<file path="src/rtl/seq_alu.sv">
// seq_alu: clocked ALU with Start/Busy/Done handshake.
//   ADD, SUB, AND, OR and XOR complete one edge after Start is sampled; MUL is an
//   iterative shift-add unsigned multiply that takes WIDTH edges in the MUL state.
//
// Ports:
//   Clk        rising-edge clock
//   Rst_n      asynchronous active-low reset
//   Start      request, sampled only while idle
//   Op         000 ADD, 001 SUB, 010 MUL, 011 AND, 100 OR, 101 XOR, 110/111 invalid
//   OperA      operand A
//   OperB      operand B
//   Result     registered result, held until the next completion
//   Zero       Result == 0, registered with Result
//   Carry      ADD carry-out / SUB borrow / MUL upper product half nonzero
//   Overflow   signed overflow for ADD/SUB
//   Error      invalid opcode on the last completion
//   Busy       MUL in progress
//   Done       one-cycle completion pulse
module seq_alu #(
   parameter int unsigned WIDTH = 32,
   parameter int unsigned CNT_W = $clog2(WIDTH) + 1
) (
   input  logic             Clk,
   input  logic             Rst_n,
   input  logic             Start,
   input  logic [2:0]       Op,
   input  logic [WIDTH-1:0] OperA,
   input  logic [WIDTH-1:0] OperB,
   output logic [WIDTH-1:0] Result,
   output logic             Zero,
   output logic             Carry,
   output logic             Overflow,
   output logic             Error,
   output logic             Busy,
   output logic             Done
);

   localparam logic [2:0] OpAdd = 3'b000;
   localparam logic [2:0] OpSub = 3'b001;
   localparam logic [2:0] OpMul = 3'b010;
   localparam logic [2:0] OpAnd = 3'b011;
   localparam logic [2:0] OpOr  = 3'b100;
   localparam logic [2:0] OpXor = 3'b101;

   // Counter value seen on the final MUL edge (it becomes WIDTH on that edge).
   localparam logic [CNT_W-1:0] LastCnt = CNT_W'(WIDTH - 1);

   typedef enum logic [0:0] {
      StIdle,
      StMul
   } stateT;

   stateT                stateQ, stateD;
   logic [WIDTH-1:0]     mcandQ, mcandD;
   logic [WIDTH-1:0]     mplierQ, mplierD;
   logic [2*WIDTH-1:0]   accQ, accD;
   logic [CNT_W-1:0]     cntQ, cntD;
   logic [WIDTH-1:0]     resultQ, resultD;
   logic                 zeroQ, zeroD;
   logic                 carryQ, carryD;
   logic                 ovfQ, ovfD;
   logic                 errorQ, errorD;
   logic                 doneQ, doneD;

   logic                 isSub;
   logic [WIDTH-1:0]     bEff;
   logic [WIDTH:0]       sumExt;
   logic [2*WIDTH-1:0]   accNext;
   logic [WIDTH-1:0]     aluRes;

   // Shared adder: SUB is A + ~B + 1, carry-in supplied by isSub.
   assign isSub  = (Op == OpSub);
   assign bEff   = isSub ? ~OperB : OperB;
   assign sumExt = {1'b0, OperA} + {1'b0, bEff} + (WIDTH + 1)'(isSub);

   // Partial product for this iteration: multiplicand shifted by the counter.
   assign accNext = accQ + (mplierQ[0] ? ({{WIDTH{1'b0}}, mcandQ} << cntQ) : '0);

   always_comb begin
      stateD  = stateQ;
      mcandD  = mcandQ;
      mplierD = mplierQ;
      accD    = accQ;
      cntD    = cntQ;
      resultD = resultQ;
      zeroD   = zeroQ;
      carryD  = carryQ;
      ovfD    = ovfQ;
      errorD  = errorQ;
      doneD   = 1'b0;
      aluRes  = '0;

      unique case (stateQ)
         StIdle: begin
            if (Start) begin
               if (Op == OpMul) begin
                  mcandD  = OperA;
                  mplierD = OperB;
                  accD    = '0;
                  cntD    = '0;
                  stateD  = StMul;
               end else begin
                  carryD = 1'b0;
                  ovfD   = 1'b0;
                  errorD = 1'b0;
                  case (Op)
                     OpAdd: begin
                        aluRes = sumExt[WIDTH-1:0];
                        carryD = sumExt[WIDTH];
                        ovfD   = (OperA[WIDTH-1] == bEff[WIDTH-1]) &&
                                 (sumExt[WIDTH-1] != OperA[WIDTH-1]);
                     end
                     OpSub: begin
                        aluRes = sumExt[WIDTH-1:0];
                        carryD = ~sumExt[WIDTH];  // borrow
                        ovfD   = (OperA[WIDTH-1] == bEff[WIDTH-1]) &&
                                 (sumExt[WIDTH-1] != OperA[WIDTH-1]);
                     end
                     OpAnd:   aluRes = OperA & OperB;
                     OpOr:    aluRes = OperA | OperB;
                     OpXor:   aluRes = OperA ^ OperB;
                     default: errorD = 1'b1;
                  endcase
                  resultD = aluRes;
                  zeroD   = (aluRes == '0);
                  doneD   = 1'b1;
               end
            end
         end

         StMul: begin
            accD    = accNext;
            mplierD = mplierQ >> 1;
            cntD    = cntQ + CNT_W'(1);
            if (cntQ == LastCnt) begin
               resultD = accNext[WIDTH-1:0];
               zeroD   = (accNext[WIDTH-1:0] == '0);
               carryD  = |accNext[2*WIDTH-1:WIDTH];
               ovfD    = 1'b0;
               errorD  = 1'b0;
               doneD   = 1'b1;
               stateD  = StIdle;
            end
         end

         default: stateD = StIdle;
      endcase
   end

   always_ff @(posedge Clk or negedge Rst_n) begin
      if (!Rst_n) begin
         stateQ  <= StIdle;
         mcandQ  <= '0;
         mplierQ <= '0;
         accQ    <= '0;
         cntQ    <= '0;
         resultQ <= '0;
         zeroQ   <= 1'b0;
         carryQ  <= 1'b0;
         ovfQ    <= 1'b0;
         errorQ  <= 1'b0;
         doneQ   <= 1'b0;
      end else begin
         stateQ  <= stateD;
         mcandQ  <= mcandD;
         mplierQ <= mplierD;
         accQ    <= accD;
         cntQ    <= cntD;
         resultQ <= resultD;
         zeroQ   <= zeroD;
         carryQ  <= carryD;
         ovfQ    <= ovfD;
         errorQ  <= errorD;
         doneQ   <= doneD;
      end
   end

   assign Result   = resultQ;
   assign Zero     = zeroQ;
   assign Carry    = carryQ;
   assign Overflow = ovfQ;
   assign Error    = errorQ;
   assign Busy     = (stateQ == StMul);
   assign Done     = doneQ;

endmodule
</file>
<file path="config.mk">
export PLATFORM = sky130hd
export DESIGN_NAME = seq_alu
export DESIGN_NICKNAME = d
export VERILOG_FILES = /design/src/rtl/seq_alu.sv
export SDC_FILE = /design/constraint.sdc
export NUM_CORES = 1
export LEC_CHECK = 0
export ABC_AREA = 1
export CORE_AREA = 2 2 186 188
export CTS_CLUSTER_DIAMETER = 40
export CTS_CLUSTER_SIZE = 25
export DETAILED_ROUTE_END_ITERATION = 10
export DIE_AREA = 0 0 188 190
export GPL_ROUTABILITY_DRIVEN = 0
export GPL_TIMING_DRIVEN = 0
export PLACE_DENSITY = 0.85
export SYNTH_ARGS = -nofsm -noshare
export SYNTH_HDL_FRONTEND = slang
export SYNTH_SLANG_ARGS = --single-unit
export TNS_END_PERCENT = 100
</file>
<file path="constraint.sdc">
create_clock -name Clk -period 3.5 [get_ports Clk]
set_clock_uncertainty 0.15 [all_clocks]
set_input_delay 0.7 -clock Clk [delete_from_list [all_inputs] [get_ports Clk]]
set_output_delay 0.7 -clock Clk [all_outputs]
set_load 0.1 [all_outputs]
</file>
==> qor.yml, run 1 <==
logic_synthesis:
  synth_top_area_frac: 0.230
  synth.avg_cell_area_sq_um: 6.11
  synth.largest_area_cell: "dfrtp_1"
  synth_common_cells: "944 x nand2_1, 373 x inv_1, 369 x nor2_1"
  yosysWarnings: 0
  netlist_area_sq_um: 18700
  synth_seq_cells: 172
  syn-num-nets: 3293
  ys.flop_type: "dfrtp_1"
  synth_cells: 3062
  yosysUniqueCellTypes: 56
  synth-async-reset-ratio: 1.00
  ys_top_cells_by_area: "dfrtp_1 23%, nand2_1 19%, ha_1 11%"
  synth-edff-count: 0
  synth_seq_area_share: 0.230
  synth_most_common_cell: "nand2_1"
place:
  placed_cells: 3624
  pre_cts_ws_ns: -1.51
  place_hpwl_microns: 60000
  numPortBuffers: 106
global_route:
  grt_use_total: 0.610
  grt_pass1_vias: 27600
  grt_pass1_wl_microns: 165000
  grt.overflow.total: 9
  grt_max_degree: 117
clocking:
  numCtsBuffers: 17
  cts_max_level: 4
  numClockSinks: 172
  cts_root_buf: "clkbuf_16"
  cts.path.max_buffers: 2
floorplan:
  start_util: 0.551
  die_w_microns: 188
  num_rows: 68
  ios: 108
  die_h_microns: 190
status:
  failed_stage: "global routing (5_1_grt)"
  status: "aborted with a tool error"
  tool.error: "[ERROR GRT-0116] Global routing finished with congestion. Check the congestion regions in the DRC Viewer."
## logic make-up after synthesis
| logic type | share of synthesized area |
|---|---|
| multiplexers | 0.00588 |
| adder cells (fa/ha/maj) | 0.108 |
| flip-flops | 0.230 |
| XOR/XNOR | 0.0210 |
| buffers and inverters | 0.101 |
| AO/OA/AOI/OAI | 0.174 |
| AND/OR/NAND/NOR | 0.359 |
## layer usage
metal / GRT usage / GRT overflow
met3: 0.468 / 0
met4: 0.571 / 3
met5: 0.251 / 0
met2: 0.774 / 6
met1: 0.609 / 0
## stage by stage
stage	utilization	area, sq um	setup TNS, ns
4_1_cts	0.718	24400	-8.65
3_5_place_dp	0.604	20500	-58.62
3_3_place_gp	0.603	20500	-1003.68
2_1_floorplan	-	18900	-0.0252
## what timing repair did
| item | in CTS |
|---|---|
| gates resized for setup | 720 |
| endpoints found under the hold margin | 0 |
| pin swaps | 141 |
| buffers inserted | 89 |
| endpoints found under the setup margin | 88 |
| hold buffers | 0 |
==> inputs of run 2 (changes only) <==
==> config.mk (replaced) <==
export PLATFORM = sky130hd
export DESIGN_NAME = seq_alu
export DESIGN_NICKNAME = d
export VERILOG_FILES = /design/src/rtl/seq_alu.sv
export SDC_FILE = /design/constraint.sdc
export NUM_CORES = 1
export LEC_CHECK = 0
export ABC_AREA = 1
export CORE_AREA = 2 2 220 222
export DETAILED_ROUTE_END_ITERATION = 10
export DIE_AREA = 0 0 222 224
export GPL_ROUTABILITY_DRIVEN = 0
export GPL_TIMING_DRIVEN = 0
export PLACE_DENSITY_LB_ADDON = 0.15
export SYNTH_ARGS = -nofsm -noshare
export SYNTH_HDL_FRONTEND = slang
export SYNTH_SLANG_ARGS = --single-unit
export TNS_END_PERCENT = 100
==> constraint.sdc (replaced) <==
create_clock -name Clk -period 4.55 [get_ports Clk]
set_clock_uncertainty 0.15 [all_clocks]
set_input_delay 0.91 -clock Clk [delete_from_list [all_inputs] [get_ports Clk]]
set_output_delay 0.91 -clock Clk [all_outputs]
set_load 0.1 [all_outputs]
==> qor.yml, run 2 <==
status:
  status: "finished, violations left"
  violations: "setup timing"
clocking:
  numClockSinks: 172
  hold_buffers: 0
  clock_latency_ns: 0.48
  cts.path.max_buffers: 2
  numCtsBuffers: 17
  path_clk_slew_ns: 0.08
  cts_tree: "done"
  cts_root_buf: "clkbuf_16"
  cts_max_level: 4
place:
  numPortBuffers: 106
  dpl_cell_area_sq_um: 20600
  place_hpwl_microns: 67100
  placed_cells: 3784
global_route:
  grt_pass1_vias: 21100
  antenna_found_initial: 1
  grt.overflow.total: 0
  grt_pass1_wl_microns: 122000
  grt_use_total: 0.322
  grt_max_degree: 111
floorplan:
  die_w_microns: 222
  num_rows: 80
  die_area_sq_um: 49700
  ios: 108
  core-area_sq_um: 47300
  die_h_microns: 224
  start_util: 0.395
logic_synthesis:
  yosysWarnings: 0
  synth.largest_area_cell: "dfrtp_1"
  synth.avg_cell_area_sq_um: 6.11
  synth_common_cells: "944 x nand2_1, 373 x inv_1, 369 x nor2_1"
  synth-edff-count: 0
  synth_cells: 3062
  syn-num-nets: 3293
  synth-async-reset-ratio: 1.00
  netlist_area_sq_um: 18700
  synth_seq_area_share: 0.230
  synth_top_area_frac: 0.230
  ys.flop_type: "dfrtp_1"
  synth_most_common_cell: "nand2_1"
  yosysUniqueCellTypes: 56
  synth_seq_cells: 172
  ys_top_cells_by_area: "dfrtp_1 23%, nand2_1 19%, ha_1 11%"
setup_path:
  critPathRequiredTime_ns: 4.78
  cp-start-kind: "register"
  crit_type: "register to register"
  regToRegEndpoint: "Carry"
  rr_worst_depth: 26
  reg2reg_from: "cntQ[0]"
  cp_max_fo: 8
  cp-end-kind: "register"
  arrival_ns: 4.88
  r2r_slack_ns: -0.1
layout:
  antenna_cells: 0
  final-instance-count-excl-fill: 3878
  final_util: 0.506
  fillers: 4759
  final_common_cell: "nand2_1"
  mostFrequentLayoutCells: "869 x nand2_1, 358 x inv_1, 263 x nor2_1"
  stdcell_area_sq_um: 24000
  regMostFlops: "accQ"
  nets: 3481
  largest_register_ffs: 64
  syn_to_final_growth_pct: 28.0
  layout-drive-gt1-share: 0.186
drt:
  drc: 0
  wire_per_inst_microns: 21.5
  dr.pass1.iters: 8
  wirelength_microns: 83500
  ant_nets: 0
  via_count: 22600
  drtIter0Drc: 2411
  viasPerCell: 5.83
timing:
  clock.fmax_mhz: 215
  hold_violations: 0
  finalMaxSlewViolations: 0
  final.period_utilization: 1.02
  setup_viol: 1
  layout_min_cycle_time_ns: 4.65
  finalWorstSetupSlack_ns: -0.0974
  tightest_slew_ns: 1.01
  relSlewSlack: 0.326
hold_path:
  worstHoldPathType: "input port to async pin"
pwr:
  vdd_drop_max_mv: 0.382
  p_per_area_nw_per_um2: 365
  power.total_mw: 8.74
  p_leak_nw: 11.4
flow_run:
  maxCapViolCount: 0
-- run 2: cell counts after synthesis --
Identical to the previous run, type by type.
-- run 2: worst max path at each step --
stage / start / endpoint / depth (start not counted) / slack (ns)
after detailed placement: Op[0] / Zero / 22 / -1.0
after floorplan: Op[2] / Zero / 20 / 0.65
after CTS: cntQ[0] / Carry / 33 / -0.04
after global placement: Rst_n / accQ[12] / 1 / -5.04
after global routing: cntQ[0] / Carry / 29 / -0.26
final: cntQ[0] / Carry / 26 / -0.1
-- run 2: cells by family after synthesis --
logic type	share of synthesized area
simple gates	0.359
compound gates	0.174
buf+inv	0.101
flops	0.230
fa+ha+maj	0.108
xor+xnor	0.0210
mux	0.00588
-- run 2: through the flow --
stage,setup slack (ns),hold slack (ns),setup TNS [ns]
final,-0.0974,0.195,-0.0974
after global routing,-0.256,0.247,-0.276
after CTS,-0.0379,0.227,-0.0379
after detailed placement,-1.00,0.315,-15.95
after global placement,-5.04,0.317,-875.76
after floorplan,0.648,0.298,0
-- run 2: routing by layer --
metal	vias to the layer above	wire, microns	GRT usage
met4	2	5960	0.186
li1	10400	-	-
met1	10600	32500	0.394
met5	-	13	0
met3	362	6760	0.0472
met2	1253	38200	0.540
-- run 2: repair_timing --
| item | in CTS | in global routing |
|---|---|---|
| resized for setup | 247 | 463 |
| endpoints found under the hold margin | 0 | 0 |
| setup buffers | 24 | 40 |
| endpoints found under the setup margin | 49 | 29 |
| pin swaps | 32 | 93 |
-- run 2: worst max-delay path: stages, from the launching register on --
cell and delay [ns]:
dfrtp_1 0.40, buf_6 0.15, buf_4 0.15, o21ai_1 0.31
nor3_1 0.11, a31oi_2 0.25, o21ai_2 0.13, o21ai_1 0.44
nor2_1 0.09, ha_2 0.42, nand2_2 0.12, nor2_2 0.16
inv_1 0.08, nor3_2 0.16, inv_2 0.12, nor2_4 0.15
nand3_1 0.12, nand3_1 0.11, nand2_1 0.06, nand2_2 0.10
nand3_1 0.14, nor2_4 0.15, nand2_2 0.09, nor2_1 0.12
nand2_2 0.14, nand2_2 0.08, nand2_1 0.05
-- run 2: cell type report --
| cell class | count | area [sq um] | share of cell area |
|---|---|---|---|
| timing repair buffer | 171 | 1590 | 0.0664 |
| clock inverter | 15 | 219 | 0.00914 |
| inverter | 387 | 1460 | 0.0611 |
| clock buffer | 17 | 425 | 0.0178 |
| buffer | 100 | 561 | 0.0234 |
| sequential | 172 | 4300 | 0.180 |
| tap | 615 | 769 | 0.0321 |
| multi-input combinational | 2401 | 14600 | 0.610 |
-- run 2: power breakdown --
part           internal (mW)  switching [mW]  total (mW)
registers               1.92           0.393        2.31
logic                   1.51            3.27        4.78
clock network          0.848           0.800        1.65
No activity file was read; power rests on OpenSTA's default activity.
==> inputs of run 3 (changes only) <==
--- a/config.mk
+++ b/config.mk
@@ -7,12 +7,12 @@
 export LEC_CHECK = 0
 export ABC_AREA = 1
 export CORE_AREA = 2 2 220 222
+export CTS_CLUSTER_SIZE = 28
 export DETAILED_ROUTE_END_ITERATION = 10
 export DIE_AREA = 0 0 222 224
-export GPL_ROUTABILITY_DRIVEN = 0
+export GPL_ROUTABILITY_DRIVEN = 1
 export GPL_TIMING_DRIVEN = 0
 export PLACE_DENSITY_LB_ADDON = 0.15
 export SYNTH_ARGS = -nofsm -noshare
 export SYNTH_HDL_FRONTEND = slang
 export SYNTH_SLANG_ARGS = --single-unit
-export TNS_END_PERCENT = 100
==> qor.yml, run 3 (synthesized netlist as in run 2, its figures left out) <==
setup_path:
  r2r_slack_ns: 0.001
  regToRegEndpoint: "Carry"
  reg2reg_from: "cntQ[0]"
  rr_worst_depth: 29
  arrival_ns: 4.78
  crit_type: "register to register"
  cp_max_fo: 7
  cp-start-kind: "register"
  max_stage_delay_ns: 0.40
  critPathMostFrequentCell: "nand2_1"
  critPathRequiredTime_ns: 4.78
  cp-end-kind: "register"
  crit_slowest_cell: "dfrtp_1"
timing:
  tightest_slew_ns: 1.20
  setup_viol: 0
  rsz0062_at_grt: "yes"
  hold_violations: 0
  final.period_utilization: 1.00
  clock.fmax_mhz: 220
  layout_min_cycle_time_ns: 4.55
  final.setup.tns_ns: 0
  relSlewSlack: 0.201
  finalMaxSlewViolations: 0
  finalWorstSetupSlack_ns: 0.00123
place:
  numPortBuffers: 106
  pre_cts_ws_ns: -1.46
  gp_congestion: 1.05
  placed_cells: 3784
  place_hpwl_microns: 75500
  dpl_cell_area_sq_um: 20600
drt:
  dr.max_layer_used: "met4"
  wl_met1_microns: 36100
  ant_nets: 0
  met3_length_microns: 6190
  wl_met2_microns: 45000
  viasPerCell: 5.71
  drtIter0Drc: 1828
  wire_per_inst_microns: 23.7
  dr.pass1.iters: 5
  drc: 0
  via_count: 22200
  wirelength_microns: 92300
pwr:
  p_per_area_nw_per_um2: 351
  vdd_drop_max_mv: 0.378
  power.total_mw: 8.88
  p_leak_nw: 11.7
floorplan:
  ios: 108
  start_util: 0.395
  die_w_microns: 222
  num_rows: 80
  die_h_microns: 224
  die_area_sq_um: 49700
  core-area_sq_um: 47300
clocking:
  clock_latency_ns: 0.50
  hold_buffers: 0
  path_clk_slew_ns: 0.08
  numClockSinks: 172
  cts_tree: "done"
  cts_max_level: 4
  cts_root_buf: "clkbuf_16"
  numCtsBuffers: 17
  cts.path.max_buffers: 2
global_route:
  grt_pass1_wl_microns: 133000
  grt_max_degree: 95
  antenna_found_initial: 0
  grt_use_total: 0.362
  grt.overflow.total: 0
  grt_pass1_vias: 21200
layout:
  nets: 3494
  antenna_cells: 0
  final_common_cell: "nand2_1"
  ff_latch_area_sq_um: 4310
  multi_input_area_sq_um: 15800
  regMostFlops: "accQ"
  layout-drive-gt1-share: 0.241
  syn_to_final_growth_pct: 35.0
  largest_register_ffs: 64
  fillers: 4851
  stdcell_area_sq_um: 25300
  final-instance-count-excl-fill: 3891
  mostFrequentLayoutCells: "818 x nand2_1, 350 x inv_1, 231 x nor2_1"
flow_run:
  maxCapViolCount: 0
hold_path:
  worstHoldPathType: "input port to async pin"
status:
  status: "finished clean"
-- run 3: routing by layer --
layer	up-vias	GRT usage
met3	185	0.0564
li1	10500	-
met5	-	0
met4	0	0.181
met1	10600	0.431
met2	910	0.634
-- run 3: per-stage QoR --
| step | hold WS, ns | util |
|---|---|---|
| 2_1_floorplan | 0.298 | - |
| 3_3_place_gp | 0.312 | 0.434 |
| 3_5_place_dp | 0.323 | 0.435 |
| 4_1_cts | 0.275 | 0.486 |
| 5_1_grt | 0.295 | 0.534 |
| 6_report | 0.259 | 0.534 |
-- run 3: final cells by class --
type | count | area share
inverter | 387 | 0.0580
multi-input combinational | 2401 | 0.626
tap | 615 | 0.0304
buffer | 101 | 0.0237
sequential | 172 | 0.170
clock buffer | 18 | 0.0174
clock inverter | 14 | 0.00574
timing repair buffer | 183 | 0.0686
-- run 3: what timing repair did --
action	4_1_cts	5_1_grt
setup buffers	25	48
resized for setup	530	464
setup endpoints to repair	79	12
pin swaps	66	146
cloned	0	3
-- run 3: how the worst max path moves through the flow --
stage | from | endpoint | slack, ns | cells past startpoint
finish | cntQ[0] | Carry | 0.001 | 29
global route | cntQ[0] | Carry | -0.19 | 32
CTS | cntQ[0] | Carry | 0.0002 | 33
detailed placement | mplierQ[0] | Carry | -1.46 | 26
global placement | Rst_n | Result[7] | -5.33 | 1
floorplan | Op[2] | Zero | 0.65 | 20
-- run 3: where the power goes --
part / leakage (nW) / total, mW / switching [mW] / internal (mW)
logic: 9.32 / 5.06 / 3.44 / 1.62
registers: 2.05 / 2.29 / 0.370 / 1.92
clock network: 0.284 / 1.53 / 0.783 / 0.742
total: 11.7 / 8.88 / 4.59 / 4.29
-- run 3: worst max-delay path, delay by kind of cell, from the launching register on --
| kind | cells | cell delay (ns) |
|---|---|---|
| buffers and inverters | 3 | 0.47 |
| DFF | 1 | 0.40 |
| adders and majority gates | 1 | 0.28 |
| and+or+nand+nor | 17 | 1.93 |
| AOI/OAI and AO/OA | 8 | 1.20 |
